## config.mk

```make
export PLATFORM = sky130hd
export DESIGN_NAME = cpu_state_dump
export DESIGN_NICKNAME = d
export VERILOG_FILES = /design/src/rtl/cpu_state_dump.sv
export SDC_FILE = /design/constraint.sdc
export NUM_CORES = 1
export LEC_CHECK = 0
export BUFFER_PORTS_ARGS = -buffer_cell sky130_fd_sc_hd__buf_2
export CAP_MARGIN = 10
export CORE_MARGIN = 2
export CORE_UTILIZATION = 50
export DETAILED_ROUTE_END_ITERATION = 10
export HOLD_SLACK_MARGIN = 0.05
export PLACE_DENSITY_LB_ADDON = 0.08
export SYNTH_ARGS = -nofsm -noshare
export SYNTH_HDL_FRONTEND = slang
export SYNTH_SLANG_ARGS = --single-unit
```

## constraint.sdc

```tcl
create_clock -name clk_i -period 4.9 [get_ports clk_i]
set_input_delay 0.245 -clock clk_i [delete_from_list [all_inputs] [get_ports clk_i]]
set_output_delay 0.245 -clock clk_i [all_outputs]
set_load 0.02 [all_outputs]
```

## src/rtl/cpu_state_dump.sv

```systemverilog
// cpu_state_dump: streams a 44-word debug frame (header, regfile, dmem)
// over valid/ready; reads through spare regfile and dmem read ports.
module cpu_state_dump #(
  parameter int NUM_REGS = 32,
  parameter int NUM_MEM  = 8,
  parameter int DATA_W   = 32
) (
  input  logic              clk_i,
  input  logic              rst_i,
  input  logic              start_i,
  input  logic              stall_i,
  input  logic              flush_i,
  input  logic [31:0]       pc_i,
  input  logic              dump_req_i,
  output logic [4:0]        reg_addr_o,
  input  logic [DATA_W-1:0] reg_data_i,
  output logic [31:0]       mem_addr_o,
  input  logic [DATA_W-1:0] mem_data_i,
  output logic              out_valid_o,
  input  logic              out_ready_i,
  output logic [DATA_W-1:0] out_data_o,
  output logic [1:0]        out_tag_o,
  output logic              out_last_o,
  output logic              busy_o
);

  localparam int IDX_W = 8;

  typedef enum logic [1:0] {
    IDLE,
    HDR,
    REG,
    MEM
  } state_t;

  state_t state, state_nx;

  logic [IDX_W-1:0]  idx, idx_nx;
  logic [DATA_W-1:0] cycle_cnt, stall_cnt, flush_cnt;
  logic [DATA_W-1:0] hdr_cyc, hdr_stall, hdr_flush, hdr_pc;
  logic [DATA_W-1:0] data_nx, hdr_word;
  logic [1:0]        tag_nx;
  logic              valid_nx, last_nx, snap, load;

  assign busy_o = (state != IDLE);
  assign load   = !out_valid_o || out_ready_i;

  always_comb begin
    hdr_word = hdr_pc;
    case (idx[1:0])
      2'd0:    hdr_word = hdr_cyc;
      2'd1:    hdr_word = hdr_stall;
      2'd2:    hdr_word = hdr_flush;
      default: hdr_word = hdr_pc;
    endcase
  end

  always_comb begin
    state_nx   = state;
    idx_nx     = idx;
    valid_nx   = out_valid_o;
    data_nx    = out_data_o;
    tag_nx     = out_tag_o;
    last_nx    = out_last_o;
    snap       = 1'b0;
    reg_addr_o = 5'd0;
    mem_addr_o = 32'd0;
    unique case (state)
      IDLE: begin
        if (dump_req_i) begin
          state_nx = HDR;
          idx_nx   = '0;
          snap     = 1'b1;
        end
      end
      HDR: begin
        if (load) begin
          data_nx  = hdr_word;
          tag_nx   = 2'd0;
          last_nx  = 1'b0;
          valid_nx = 1'b1;
          if (idx == IDX_W'(3)) begin
            idx_nx   = '0;
            state_nx = REG;
          end else begin
            idx_nx = idx + 1'b1;
          end
        end
      end
      REG: begin
        reg_addr_o = idx[4:0];
        if (load) begin
          data_nx  = reg_data_i;
          tag_nx   = 2'd1;
          last_nx  = 1'b0;
          valid_nx = 1'b1;
          if (idx == IDX_W'(NUM_REGS - 1)) begin
            idx_nx   = '0;
            state_nx = MEM;
          end else begin
            idx_nx = idx + 1'b1;
          end
        end
      end
      MEM: begin
        mem_addr_o = {22'd0, idx, 2'b00};
        // final word is on the bus: wait for its acceptance, load nothing
        if (out_valid_o && out_last_o) begin
          if (out_ready_i) begin
            valid_nx = 1'b0;
            last_nx  = 1'b0;
            idx_nx   = '0;
            state_nx = IDLE;
          end
        end else if (load) begin
          data_nx  = mem_data_i;
          tag_nx   = 2'd2;
          valid_nx = 1'b1;
          last_nx  = (idx == IDX_W'(NUM_MEM - 1));
          if (idx != IDX_W'(NUM_MEM - 1)) begin
            idx_nx = idx + 1'b1;
          end
        end
      end
      default: begin
        state_nx = IDLE;
      end
    endcase
  end

  always_ff @(posedge clk_i) begin
    if (!rst_i) begin
      state       <= IDLE;
      idx         <= '0;
      cycle_cnt   <= '0;
      stall_cnt   <= '0;
      flush_cnt   <= '0;
      hdr_cyc     <= '0;
      hdr_stall   <= '0;
      hdr_flush   <= '0;
      hdr_pc      <= '0;
      out_valid_o <= 1'b0;
      out_data_o  <= '0;
      out_tag_o   <= 2'd0;
      out_last_o  <= 1'b0;
    end else begin
      if (start_i) begin
        cycle_cnt <= cycle_cnt + DATA_W'(1);
        if (stall_i) stall_cnt <= stall_cnt + DATA_W'(1);
        if (flush_i) flush_cnt <= flush_cnt + DATA_W'(1);
      end
      // header captures pre-increment counts for an atomic snapshot
      if (snap) begin
        hdr_cyc   <= cycle_cnt;
        hdr_stall <= stall_cnt;
        hdr_flush <= flush_cnt;
        hdr_pc    <= DATA_W'(pc_i);
      end
      state       <= state_nx;
      idx         <= idx_nx;
      out_valid_o <= valid_nx;
      out_data_o  <= data_nx;
      out_tag_o   <= tag_nx;
      out_last_o  <= last_nx;
    end
  end

endmodule

```

# After elaboration in Yosys (flattened, before gate mapping)
# Index checks and enable logic that the tools add are counted.
[word_totals]
mem_bits_rw = 0
wordCells = 96
latchBits = 0
rom_bits = 0
regBits = 270
memories = 0
in_bits = 103
[classes]
reduce_logical = 16
eq_ne = 22
n_shift = 0
n_addsub = 4
mul = 0
n_mux = 41
magnitude_cmp = 0
bitwise_logic = 0
n_div = 0
[op_table]
columns = ["cell", "n"]
rows = [
  ["32-bit case mux with 3 select lines", 2],
  ["32-bit two-way mux", 4],
  ["32-bit by 1-bit adder with 32-bit output, second input constant", 3],
  ["8-bit two-way mux", 9],
  ["8-bit case mux with 4 select lines", 1],
  ["2-bit two-way mux", 11],
  ["2-bit != test, second input constant", 9],
  ["10-bit two-way mux", 1],
  ["3-bit != test, second input constant", 3],
  ["8-bit by 1-bit adder with 8-bit output, second input constant", 1],
  ["8-bit by 2-bit == test with 1-bit output, second input constant", 1],
  ["8-bit by 3-bit == test with 1-bit output, second input constant", 1],
  ["8-bit by 5-bit == test with 1-bit output, second input constant", 1],
  ["1-bit two-way mux", 8],
  ["8-bit by 3-bit != test with 1-bit output, second input constant", 1],
  ["2-bit case mux with 4 select lines", 1],
  ["7-bit AND reduction", 1],
  ["2-bit == test, second input constant", 3],
  ["2-bit case mux with 3 select lines", 1],
  ["2-bit AND reduction", 3],
  ["6-bit AND reduction", 1],
  ["5-bit two-way mux", 1],
  ["5-bit AND reduction", 1],
  ["2-bit by 1-bit == test with 1-bit output, second input constant", 2],
  ["10 further kinds", 13],
]

# Logic depth before layout (Yosys ltp)
[depth]
depth_word = 5
mapped_depth = 9
depth_no_buf = 7

# Least setup slack after synthesis
# No wires, ideal clock.
[synth_path]
path_kind = "reg-to-reg"
start = "register state[0]"
end = "register idx[1]"
synth_period_minus_slack_ps = 2163
arrival_time_ps = 2092
setup_ps = 70
path_stages_with_launch = 9
slack_ps = 2737
path_cell_list = "dfxtp_1 -> inv_1 -> ha_1 -> clkbuf_1 -> or3_1 -> a21oi_1 -> nand2_1 -> or4b_1 -> a21oi_1"
[synth_via]
elab_chain_cells = 3
elab_cells_between_ends = 12
[synth_rtl]
columns = ["element", "line", "rtl"]
rows = [
  ["start, declared", "36", "state_t state, state_nx;"],
  ["start signal, assigned", "159", "state <= state_nx;"],
  ["2-bit == test, or another cell as far along", "68", "unique case (state)"],
  ["3-bit != test (no line) / 2-bit != test (equally long branches)", "-", ""],
  ["6-bit AND reduction (no line)", "-", ""],
  ["end signal, assigned", "160", "idx <= idx_nx;"],
  ["end, declared", "38", "logic [IDX_W-1:0] idx, idx_nx;"],
]
# Parallel ways exist; a longest one is shown, timed or not.
# A chain may end at the register's enable or synchronous reset.

# Worst setup path in the final report
[layout_path]
start = "register state[0]"
end = "register idx[3]"
# Same word-level chain as after synthesis.

==> impl_metrics.ini <==
[yosys]
synth.avg_cell_area_um2 = 7.92
ys_warn_count = 0
ys_seq_elements = 270
syn_area_mm2 = 0.0120
synthArstFlopShare_pct = 0
yosysTopAreaCellShare_pct = 45.1
seq_area_frac_synth_pct = 45.1
synth_largest_area_cell = dfxtp_1
synth_cell_types = 50
synth_top_cells_by_area = dfxtp_1 (45%), nand2_1 (12%), a21oi_1 (6.4%)
syn_inst = 1514
synthFlopType = dfxtp_1
synth_edf_count = 0

[timing]
setup_ws_ns = 2.21
finalCriticalPeriod_ns = 2.69
skew_ns = 0.0207
fmax_mhz = 372
hold_viol_final = 0
finalSetupViolations = 0
whs_ns = 0.0671
rsz0062_at_grt = no
relSlewSlack_pct = 23.4
finalSetupTns_ns = 0
period_share_pct = 54.8
worst_slew_pin_slew_ns = 1.15
slew_viol_final = 0

[placed_design]
place_ws_ns = 2.24
dp.cells = 1887
place_hpwl_um = 22600
io_buffer_count = 152
gp_congestion = 0.871

[clock_network]
clock_latency_ns = 0.56
htreeDepth = 1
cts-resized-gates = 0
clockRootBuffer = clkbuf_16
ctsLongestPathBuffers = 3
cts_setup_buffers = 0
clk_pin_slew_worst_paths_ns = 0.06
numCtsBuffers = 30
clock-sinks = 270
ctsHoldBuffers = 84
cts_tree = yes

[critical_path]
path_class = flip-flop to flip-flop
rrSetupSlack_ns = 2.21
end_kind = flip-flop
r2r_start = state[0]$_SDFFE_PN0P_
required_ns = 5.34
worst_r2r_path_depth = 6
start_kind = flip-flop
cp_data_arrival_time_ns = 3.13
rr_endpoint = idx[3]$_SDFFE_PN0P_
crit_fanout = 31

[cells_and_area]
seqCellArea_mm2 = 0.00541
multi_input_area_mm2 = 0.00601
insertedDiodeCount = 0
layoutNonFillerInstCount = 2028
utilization_pct = 62.3
fillers = 2110
syn_to_final_growth_pct = 22.2
drive_gt1_share_pct = 13.3
fin_nets = 1802

[min_path]
holdPathStages = 3
hold_path_end = out_data_o[2]$_SDFFE_PN0P_
hp-start = mem_data_i[2]
hold_path_class = primary input to flip-flop

[drt]
avgRoutedWirePerCell_um = 17.3
drt_pre_antenna_iters = 8
wl_met2_um = 15300
top_layer = met4
drt_iter0_drc = 1262
wl_met1_um = 16100
vias = 11300
viasPerCell = 5.60
wl_um = 35000
dr_wl_met3_um = 2710
antenna_left = 0
drc = 0

[pwr]
power.density_mw_per_mm2 = 425
p_leak_uw = 0.00525
irDropWorstVdd_mv = 0.247

[floorplanning]
die_y_um = 159
dieArea_mm2 = 0.0252
die_w_um = 159
start_util_pct = 51.0
core-area_mm2 = 0.0235
top_level_ports = 177
num_rows = 56

[grt]
globalRouteOverflowTotal = 0
grt_pass1_wl_um = 55700
grt_usage_pct = 26.7
grt_start_max_net_pins = 218
grt_pass1_vias = 10300
antenna_found_initial = 0

[job]
drv_cap = 0

[status]
outcome = complete, no violations
[worst max-delay path, stage by stage, from the launching register on]
cell and delay [ns]:
dfxtp_1 0.41, ha_1 0.47, buf_4 0.43, nand2_1 0.21, a311oi_2 0.61, nand2_1 0.15, o311ai_0 0.31
[synthesized netlist by cell type, types with 4 or more instances]
cell type / instances
a21oi_1: 153
a222oi_1: 32
a22oi_1: 34
a31oi_1: 32
and2_1: 17
and3_1: 14
and4_1: 15
buf_1: 10
buf_4: 26
clkbuf_1: 94
dfxtp_1: 270
ha_1: 14
inv_1: 19
mux2i_1: 13
nand2_1: 372
nand2b_1: 11
nand3_1: 47
nand4_1: 28
nor2_1: 78
nor2b_1: 4
nor3_1: 14
nor4_1: 14
o21ai_0: 91
or3_1: 18
xnor2_1: 34
xor2_1: 29
[routing by layer]
metal / vias to the layer above / track usage (%)
li1: 5566 / -
met1: 5307 / 39.1
met2: 423 / 40.9
met3: 52 / 3.92
met4: 0 / 7.52
met5: - / 0
[sequential cells by signal (all words and copies together), names as in the netlist]
signal       cells
hdr_flush       32
flush_cnt       32
out_tag_o        2
out_data_o      32
idx              8
hdr_pc          32
hdr_cyc         32
stall_cnt       32
hdr_stall       32
out_last_o       1
out_valid_o      1
state            2
cycle_cnt       32
[placed cells by master (no fill, tap or decap), types with 14 or more instances in the layout]
cell / count
nand2_1: 371
dfxtp_1: 270
a21oi_1: 153
buf_2: 152
o21ai_0: 91
dlygate4sd3_1: 84
nor2_1: 77
nand3_1: 47
xnor2_1: 34
a22oi_1: 33
a222oi_1: 32
a31oi_1: 32
clkbuf_16: 30
xor2_1: 29
nand4_1: 28
conb_1: 24
inv_1: 18
or3_1: 18
and2_1: 16
and4_1: 15
and3_1: 14
nor3_1: 14
nor4_1: 14
[through the flow]
stage / power, uW / area [um^2]
after floorplan: 3420 / 12100
after global placement: 3760 / 12800
after detailed placement: 3780 / 12800
after CTS: 6220 / 14600
after global routing: 6510 / 14700
final: 6220 / 14700
[final cells by class]
class	count	area share, %
Tap cell	319	2.72
Timing Repair Buffer	249	11.7
Multi-Input combinational cell	1115	41.0
Sequential cell	270	36.9
Clock buffer	46	6.01
Inverter	19	0.521
Clock inverter	10	1.10
[worst max path at each step]
stage | from | endpoint | slack, ns
after floorplan | state[0]$_SDFFE_PN0P_ | idx[1]$_SDFFE_PN0P_ | 2.74
after global placement | state[0]$_SDFFE_PN0P_ | out_data_o[23]$_SDFFE_PN0P_ | 2.26
after detailed placement | state[0]$_SDFFE_PN0P_ | out_data_o[26]$_SDFFE_PN0P_ | 2.24
after CTS | state[0]$_SDFFE_PN0P_ | out_data_o[26]$_SDFFE_PN0P_ | 2.22
after global routing | state[0]$_SDFFE_PN0P_ | idx[3]$_SDFFE_PN0P_ | 1.97
final | state[0]$_SDFFE_PN0P_ | idx[3]$_SDFFE_PN0P_ | 2.21
[power by group]
group          internal, uW  switching, uW
Sequential             2340           89.5
Clock                  1440            903
Combinational           449            999
[cells by family (layout without fill, tap and decap cells)]
| kind of cell | after synthesis | after routing | synth area share, % |
|---|---|---|---|
| AOI/OAI and AO/OA | 357 | 357 | 17.8 |
| xor gates and xnor gates | 63 | 63 | 4.60 |
| adders and majority gates | 14 | 14 | 1.46 |
| buffers and inverters | 152 | 324 | 5.71 |
| DFF | 270 | 270 | 45.1 |
| muxes | 13 | 13 | 1.08 |
| other | 1 | 24 | 0.0313 |
| and+or+nand+nor | 644 | 644 | 24.3 |
(Power assumes the default switching activity.)
